## src/rtl/uart_rx_fifo.sv

```systemverilog
// uart_rx_fifo: 16x-oversampled UART receiver feeding a small valid/ready byte FIFO.
// Define UART_RX_PARITY_EN for 8E1 framing with a parity_err pulse output.
module uart_rx_fifo #(
  parameter int CLK_HZ     = 50000000,
  parameter int BAUD       = 115200,
  parameter int FIFO_DEPTH = 4
) (
  input  logic                          clk,
  input  logic                          rst,
  input  logic                          rx,
  output logic [7:0]                    data_out,
  output logic                          valid,
  input  logic                          ready,
  output logic                          frame_err,
  output logic                          overrun,
`ifdef UART_RX_PARITY_EN
  output logic                          parity_err,
`endif
  output logic [$clog2(FIFO_DEPTH):0]   fifo_level
);

  localparam int DIV = (CLK_HZ + BAUD * 8) / (BAUD * 16);
  localparam int DW  = (DIV > 1) ? $clog2(DIV) : 1;
  localparam int PW  = $clog2(FIFO_DEPTH);
  localparam int LW  = PW + 1;

  localparam logic [2:0] S_IDLE  = 3'd0;
  localparam logic [2:0] S_START = 3'd1;
  localparam logic [2:0] S_DATA  = 3'd2;
  localparam logic [2:0] S_STOP  = 3'd3;
  localparam logic [2:0] S_BRK   = 3'd4;
`ifdef UART_RX_PARITY_EN
  localparam logic [2:0] S_PAR   = 3'd5;
`endif

  logic          sync1_q, sync2_q, rx_s;
  logic [2:0]    state_q, state_d;
  logic [DW-1:0] div_q, div_d;
  logic [3:0]    os_q, os_d;
  logic [2:0]    bit_q, bit_d;
  logic [7:0]    shift_q, shift_d;
  logic          pend_q, pend_d;
  logic          push_q;
  logic          ferr_q, ferr_d;
  logic          tick;
`ifdef UART_RX_PARITY_EN
  logic          par_bad_q, par_bad_d;
  logic          perr_q, perr_d;
`endif

  logic [7:0]    mem_q [FIFO_DEPTH];
  logic [PW-1:0] wr_q, rd_q;
  logic [LW-1:0] level_q, level_d;
  logic          ovr_q;
  logic          full, pop, do_push;

  assign rx_s = sync2_q;
  assign tick = (div_q == DW'(DIV - 1));

  always_comb begin
    state_d = state_q;
    div_d   = tick ? '0 : div_q + DW'(1);
    os_d    = os_q;
    bit_d   = bit_q;
    shift_d = shift_q;
    pend_d  = 1'b0;
    ferr_d  = 1'b0;
`ifdef UART_RX_PARITY_EN
    par_bad_d = par_bad_q;
    perr_d    = 1'b0;
`endif
    if (tick && state_q != S_IDLE) os_d = os_q + 4'd1;
    case (state_q)
      S_IDLE: begin
        // Restart the divider on the start edge so ticks are phase-aligned to it.
        if (!rx_s) begin
          state_d = S_START;
          os_d    = '0;
          div_d   = '0;
        end
      end
      S_START: begin
        if (tick && os_q == 4'd7) begin
          if (rx_s) begin
            state_d = S_IDLE;
          end else begin
            state_d = S_DATA;
            os_d    = '0;
            bit_d   = '0;
          end
        end
      end
      S_DATA: begin
        if (tick && os_q == 4'd15) begin
          shift_d = {rx_s, shift_q[7:1]};
          bit_d   = bit_q + 3'd1;
          if (bit_q == 3'd7) begin
`ifdef UART_RX_PARITY_EN
            state_d = S_PAR;
`else
            state_d = S_STOP;
`endif
          end
        end
      end
`ifdef UART_RX_PARITY_EN
      S_PAR: begin
        if (tick && os_q == 4'd15) begin
          par_bad_d = (rx_s != ^shift_q);
          state_d   = S_STOP;
        end
      end
`endif
      S_STOP: begin
        if (tick && os_q == 4'd15) begin
          if (rx_s) begin
            state_d = S_IDLE;
`ifdef UART_RX_PARITY_EN
            if (par_bad_q) perr_d = 1'b1;
            else           pend_d = 1'b1;
`else
            pend_d  = 1'b1;
`endif
          end else begin
            ferr_d  = 1'b1;
            state_d = S_BRK;
          end
        end
      end
      S_BRK: begin
        if (rx_s) state_d = S_IDLE;
      end
      default: state_d = S_IDLE;
    endcase
  end

  always_ff @(posedge clk or posedge rst) begin
    if (rst) begin
      sync1_q <= 1'b1;
      sync2_q <= 1'b1;
      state_q <= S_IDLE;
      div_q   <= '0;
      os_q    <= '0;
      bit_q   <= '0;
      pend_q  <= 1'b0;
      push_q  <= 1'b0;
      ferr_q  <= 1'b0;
`ifdef UART_RX_PARITY_EN
      par_bad_q <= 1'b0;
      perr_q    <= 1'b0;
`endif
    end else begin
      sync1_q <= rx;
      sync2_q <= sync1_q;
      state_q <= state_d;
      div_q   <= div_d;
      os_q    <= os_d;
      bit_q   <= bit_d;
      pend_q  <= pend_d;
      push_q  <= pend_q;
      ferr_q  <= ferr_d;
`ifdef UART_RX_PARITY_EN
      par_bad_q <= par_bad_d;
      perr_q    <= perr_d;
`endif
    end
  end

  always_ff @(posedge clk) begin
    shift_q <= shift_d;
  end

  // A push into a full FIFO only succeeds when the head leaves in the same cycle.
  assign full    = (level_q == LW'(FIFO_DEPTH));
  assign pop     = (level_q != '0) && ready;
  assign do_push = push_q && (!full || pop);

  always_comb begin
    level_d = level_q;
    if (do_push && !pop)      level_d = level_q + LW'(1);
    else if (!do_push && pop) level_d = level_q - LW'(1);
  end

  always_ff @(posedge clk or posedge rst) begin
    if (rst) begin
      wr_q    <= '0;
      rd_q    <= '0;
      level_q <= '0;
      ovr_q   <= 1'b0;
    end else begin
      if (do_push) wr_q <= wr_q + PW'(1);
      if (pop)     rd_q <= rd_q + PW'(1);
      level_q <= level_d;
      ovr_q   <= push_q && full && !pop;
    end
  end

  always_ff @(posedge clk) begin
    if (do_push) mem_q[wr_q] <= shift_q;
  end

  assign valid      = (level_q != '0);
  assign data_out   = valid ? mem_q[rd_q] : 8'h00;
  assign fifo_level = level_q;
  assign frame_err  = ferr_q;
  assign overrun    = ovr_q;
`ifdef UART_RX_PARITY_EN
  assign parity_err = perr_q;
`endif

endmodule
```

## config.mk

```make
export PLATFORM = sky130hd
export DESIGN_NAME = uart_rx_fifo
export DESIGN_NICKNAME = d
export VERILOG_FILES = /design/src/rtl/uart_rx_fifo.sv
export SDC_FILE = /design/constraint.sdc
export NUM_CORES = 1
export LEC_CHECK = 0
export CAP_MARGIN = 15
export CORE_MARGIN = 4
export CORE_UTILIZATION = 23
export CTS_BUF_LIST = sky130_fd_sc_hd__clkbuf_8
export CTS_CLUSTER_DIAMETER = 120
export DETAILED_ROUTE_END_ITERATION = 6
export GPL_ROUTABILITY_DRIVEN = 0
export PLACE_DENSITY = 0.49
export SLEW_MARGIN = 20
export SYNTH_ARGS = -nofsm -noshare
export SYNTH_HDL_FRONTEND = slang
export SYNTH_SLANG_ARGS = --single-unit
```

## constraint.sdc

```tcl
create_clock -name clk -period 2.75 [get_ports clk]
set_input_delay 0.4125 -clock clk [delete_from_list [all_inputs] [get_ports clk]]
set_output_delay 0.4125 -clock clk [all_outputs]
set_load 0.05 [all_outputs]
```

==> results.sh <==
export IMPL_cap_violations=0
export IMPL_stdcell_count=384
export IMPL_cp_max_fo=11
export IMPL_cts_setup_buffers=0
export IMPL_synth_cells=186
export IMPL_synth_area_per_cell_um2=15.4
export IMPL_min_path_type="register to register"
export IMPL_antenna_cells=0
export IMPL_period_share_pct=91.0
export IMPL_relSlewSlack_pct=65.6
export IMPL_reg2reg_depth=8
export IMPL_reg2reg_to="fifo_level[2]"
export IMPL_max_stage_delay_ns=0.77
export IMPL_io_pins=18
export IMPL_tightestPinTransition_ns=0.516
export IMPL_grt_start_max_net_pins=29
export IMPL_reg2reg_slack_ns=0.47
export IMPL_nFillCells=1269
export IMPL_path_cells="or3_1 > clkdlybuf4s50_1"
export IMPL_synthMostInstantiatedCell="edfxtp_1"
export IMPL_synth_cell_types=37
export IMPL_critPathTopFamily="buffers and inverters"
export IMPL_critPathArrivalTime_ns=2.09
export IMPL_path_class="register to output port"
export IMPL_wl_um=4760
export IMPL_grt_overflow_total=0
export IMPL_syn_nets=201
export IMPL_antenna_found_initial=0
export IMPL_ys_flop_type="edfxtp_1"
export IMPL_critPathSlowestCell="clkdlybuf4s50_1"
export IMPL_dp_hpwl_um=3240
export IMPL_clockBufferDepth=2
export IMPL_multiInputGateArea_um2=892
export IMPL_cts_made_buffers=9
export IMPL_p_leak_uw=0.00137
export IMPL_mappedNetlistArea_um2=2870
export IMPL_hold_start="sync1_q"
export IMPL_start_kind="register"
export IMPL_core_um2=12100
export IMPL_grtUsageTotal_pct=7.33
export IMPL_cts_hold_buffers=0
export IMPL_drcViolationCount=0
export IMPL_hold_viol_final=0
export IMPL_synth_edf_count=40
export IMPL_tns_ns=0
export IMPL_clk_pin_slew_ns=0.08
export IMPL_synthTopCellsByCount="edfxtp_1, dfrtp_1, and2_1"
export IMPL_antenna_violating_nets_post_route=0
export IMPL_fin_nets=226
export IMPL_cts_tree="built"
export IMPL_clock_root_buffer="clkbuf_8"
export IMPL_die_area_um2=14300
export IMPL_worstHoldPathCells=0
export IMPL_netlist_area_leader_share_pct=41.9
export IMPL_synth_seq_area_share_pct=66.5
export IMPL_hold_path_end="rx_s"
export IMPL_drt_initial_drc_count=86
export IMPL_final_util_pct=28.5
export IMPL_ys_seq_elements=68
export IMPL_dp_cells=368
export IMPL_layout_drive_gt1_share_pct=19.4
export IMPL_layout_setup_ws_ns=0.247
export IMPL_fp_dieH_um=120
export IMPL_clock_sinks=68
export IMPL_max_freq_mhz=399
export IMPL_area_growth_pct=20.5
export IMPL_period_needed_ns=2.50
export IMPL_outcome="finished clean"
export IMPL_stdcell_area_um2=3450
export IMPL_dr_pass1_iters=4
export IMPL_ir_worst_vdd_mv=0.167
export IMPL_path_buf_inv=1
export IMPL_ff_latch_area_um2=1900
export IMPL_cts_max_level=3
export IMPL_row_count=40
export IMPL_post_drt_wl_per_cell_um=12.4
export IMPL_ys_warn_count=0
export IMPL_via_per_inst=3.91
export IMPL_timing_rr_start="fifo_level[2]"
export IMPL_insertion_delay_ns=0.34
export IMPL_slew_viol_final=0
export IMPL_fin_worst_skew_ns=0.0109
export IMPL_chipWidth_um=120
export IMPL_endpoint_kind="output port"
export IMPL_port_buffers=17
export IMPL_rsz0062_at_grt="no"
export IMPL_grt_pass1_wl_um=8020
export IMPL_setup_viol=0
export IMPL_grt_pass1_vias=1528
export IMPL_cp_required_ns=2.34
export IMPL_via_count=1503
export IMPL_power_density_nw_per_um2=561
export IMPL_place_ws_ns=0.333
export IMPL_start_util_pct=23.7
export IMPL_yosys_top_cells_area="edfxtp_1, dfrtp_1, mux4_2"
export IMPL_dpl_cell_area_um2=3240
export IMPL_async_flop_share_pct=41.2
export IMPL_yosysTopAreaCell="edfxtp_1"
[report_power, final]
group / internal [uW] / switching [uW]
registers: 1070 / 1.46
logic: 6.12 / 10.6
clock network: 431 / 414
[flip-flops by register name, indices dropped and copies added, names as in the netlist]
register,cells
sync1_q,1
div_q,5
overrun,1
rd_q,2
rx_s,1
shift_q,8
os_q,4
bit_q,3
state_q,3
mem_q,32
fifo_level,3
pend_q,1
wr_q,2
push_q,1
frame_err,1
[cell type report]
type	count	share of cell area, %
flip-flops and latches	68	55.1
multi-input cells	102	25.8
clock inverters	7	2.36
well taps	168	6.09
clock buffers	9	3.59
inverters	7	0.761
repair buffers	23	6.23
[worst reg2reg max path, stage by stage, from the launching register on]
cell and delay [ns]:
dfrtp_1 0.42, or3_1 0.56, nand2_1 0.19, ha_1 0.20, inv_1 0.06, fa_1 0.37
xor2_1 0.16, nor2_1 0.11, xor2_1 0.14
[worst max-delay path by stage]
stage	startpoint	end	depth (start not counted)
floorplan	fifo_level[0]	data_out[0]	3
global placement	ready	fifo_level[1]	7
detailed placement	ready	fifo_level[1]	7
CTS	fifo_level[2]	data_out[7]	3
global route	fifo_level[2]	valid	2
finish	fifo_level[2]	valid	2
[cell families after synthesis]
logic type / Yosys count / synth area share [%]
AOI/OAI and AO/OA: 15 / 3.62
DFF: 68 / 66.5
and+or+nand+nor: 53 / 11.3
adders and majority gates: 11 / 5.07
buffers and inverters: 16 / 2.40
muxes: 10 / 7.20
xor gates and xnor gates: 13 / 3.97
[stage by stage]
step	hold WS, ns	power (uW)
2_1_floorplan	0.331	1110
3_3_place_gp	0.343	1110
3_5_place_dp	0.341	1110
4_1_cts	0.357	1960
5_1_grt	0.357	2030
6_report	0.357	1940
[metal layers]
layer	GRT usage [%]	vias up	wire [um]	share of wire, %
li1	-	727	-	-
met1	8.83	745	2230	47
met2	11.8	20	2300	48
met3	2.59	11	160	3.4
met4	3.44	0	77	1.6
met5	0	-	0	0
[repair_timing]
item	CTS	global route
resized for setup	0	4
endpoints found under the setup margin	0	4
hold endpoints to repair	0	0
[cell usage in the layout, fill, tap and decap left out, types with 5 or more instances in the layout]
cell,netlist,layout
o21ai_0,5,5
nand2_1,6,6
mux4_2,8,8
dfrtp_1,26,26
nand3_1,5,5
clkbuf_8,0,9
clkdlybuf4s50_1,0,9
and2_1,13,13
ha_1,10,10
inv_1,7,7
edfxtp_1,40,40
xnor2_1,9,9
nor2_1,12,12
buf_4,0,10
(Power assumes the default switching activity.)
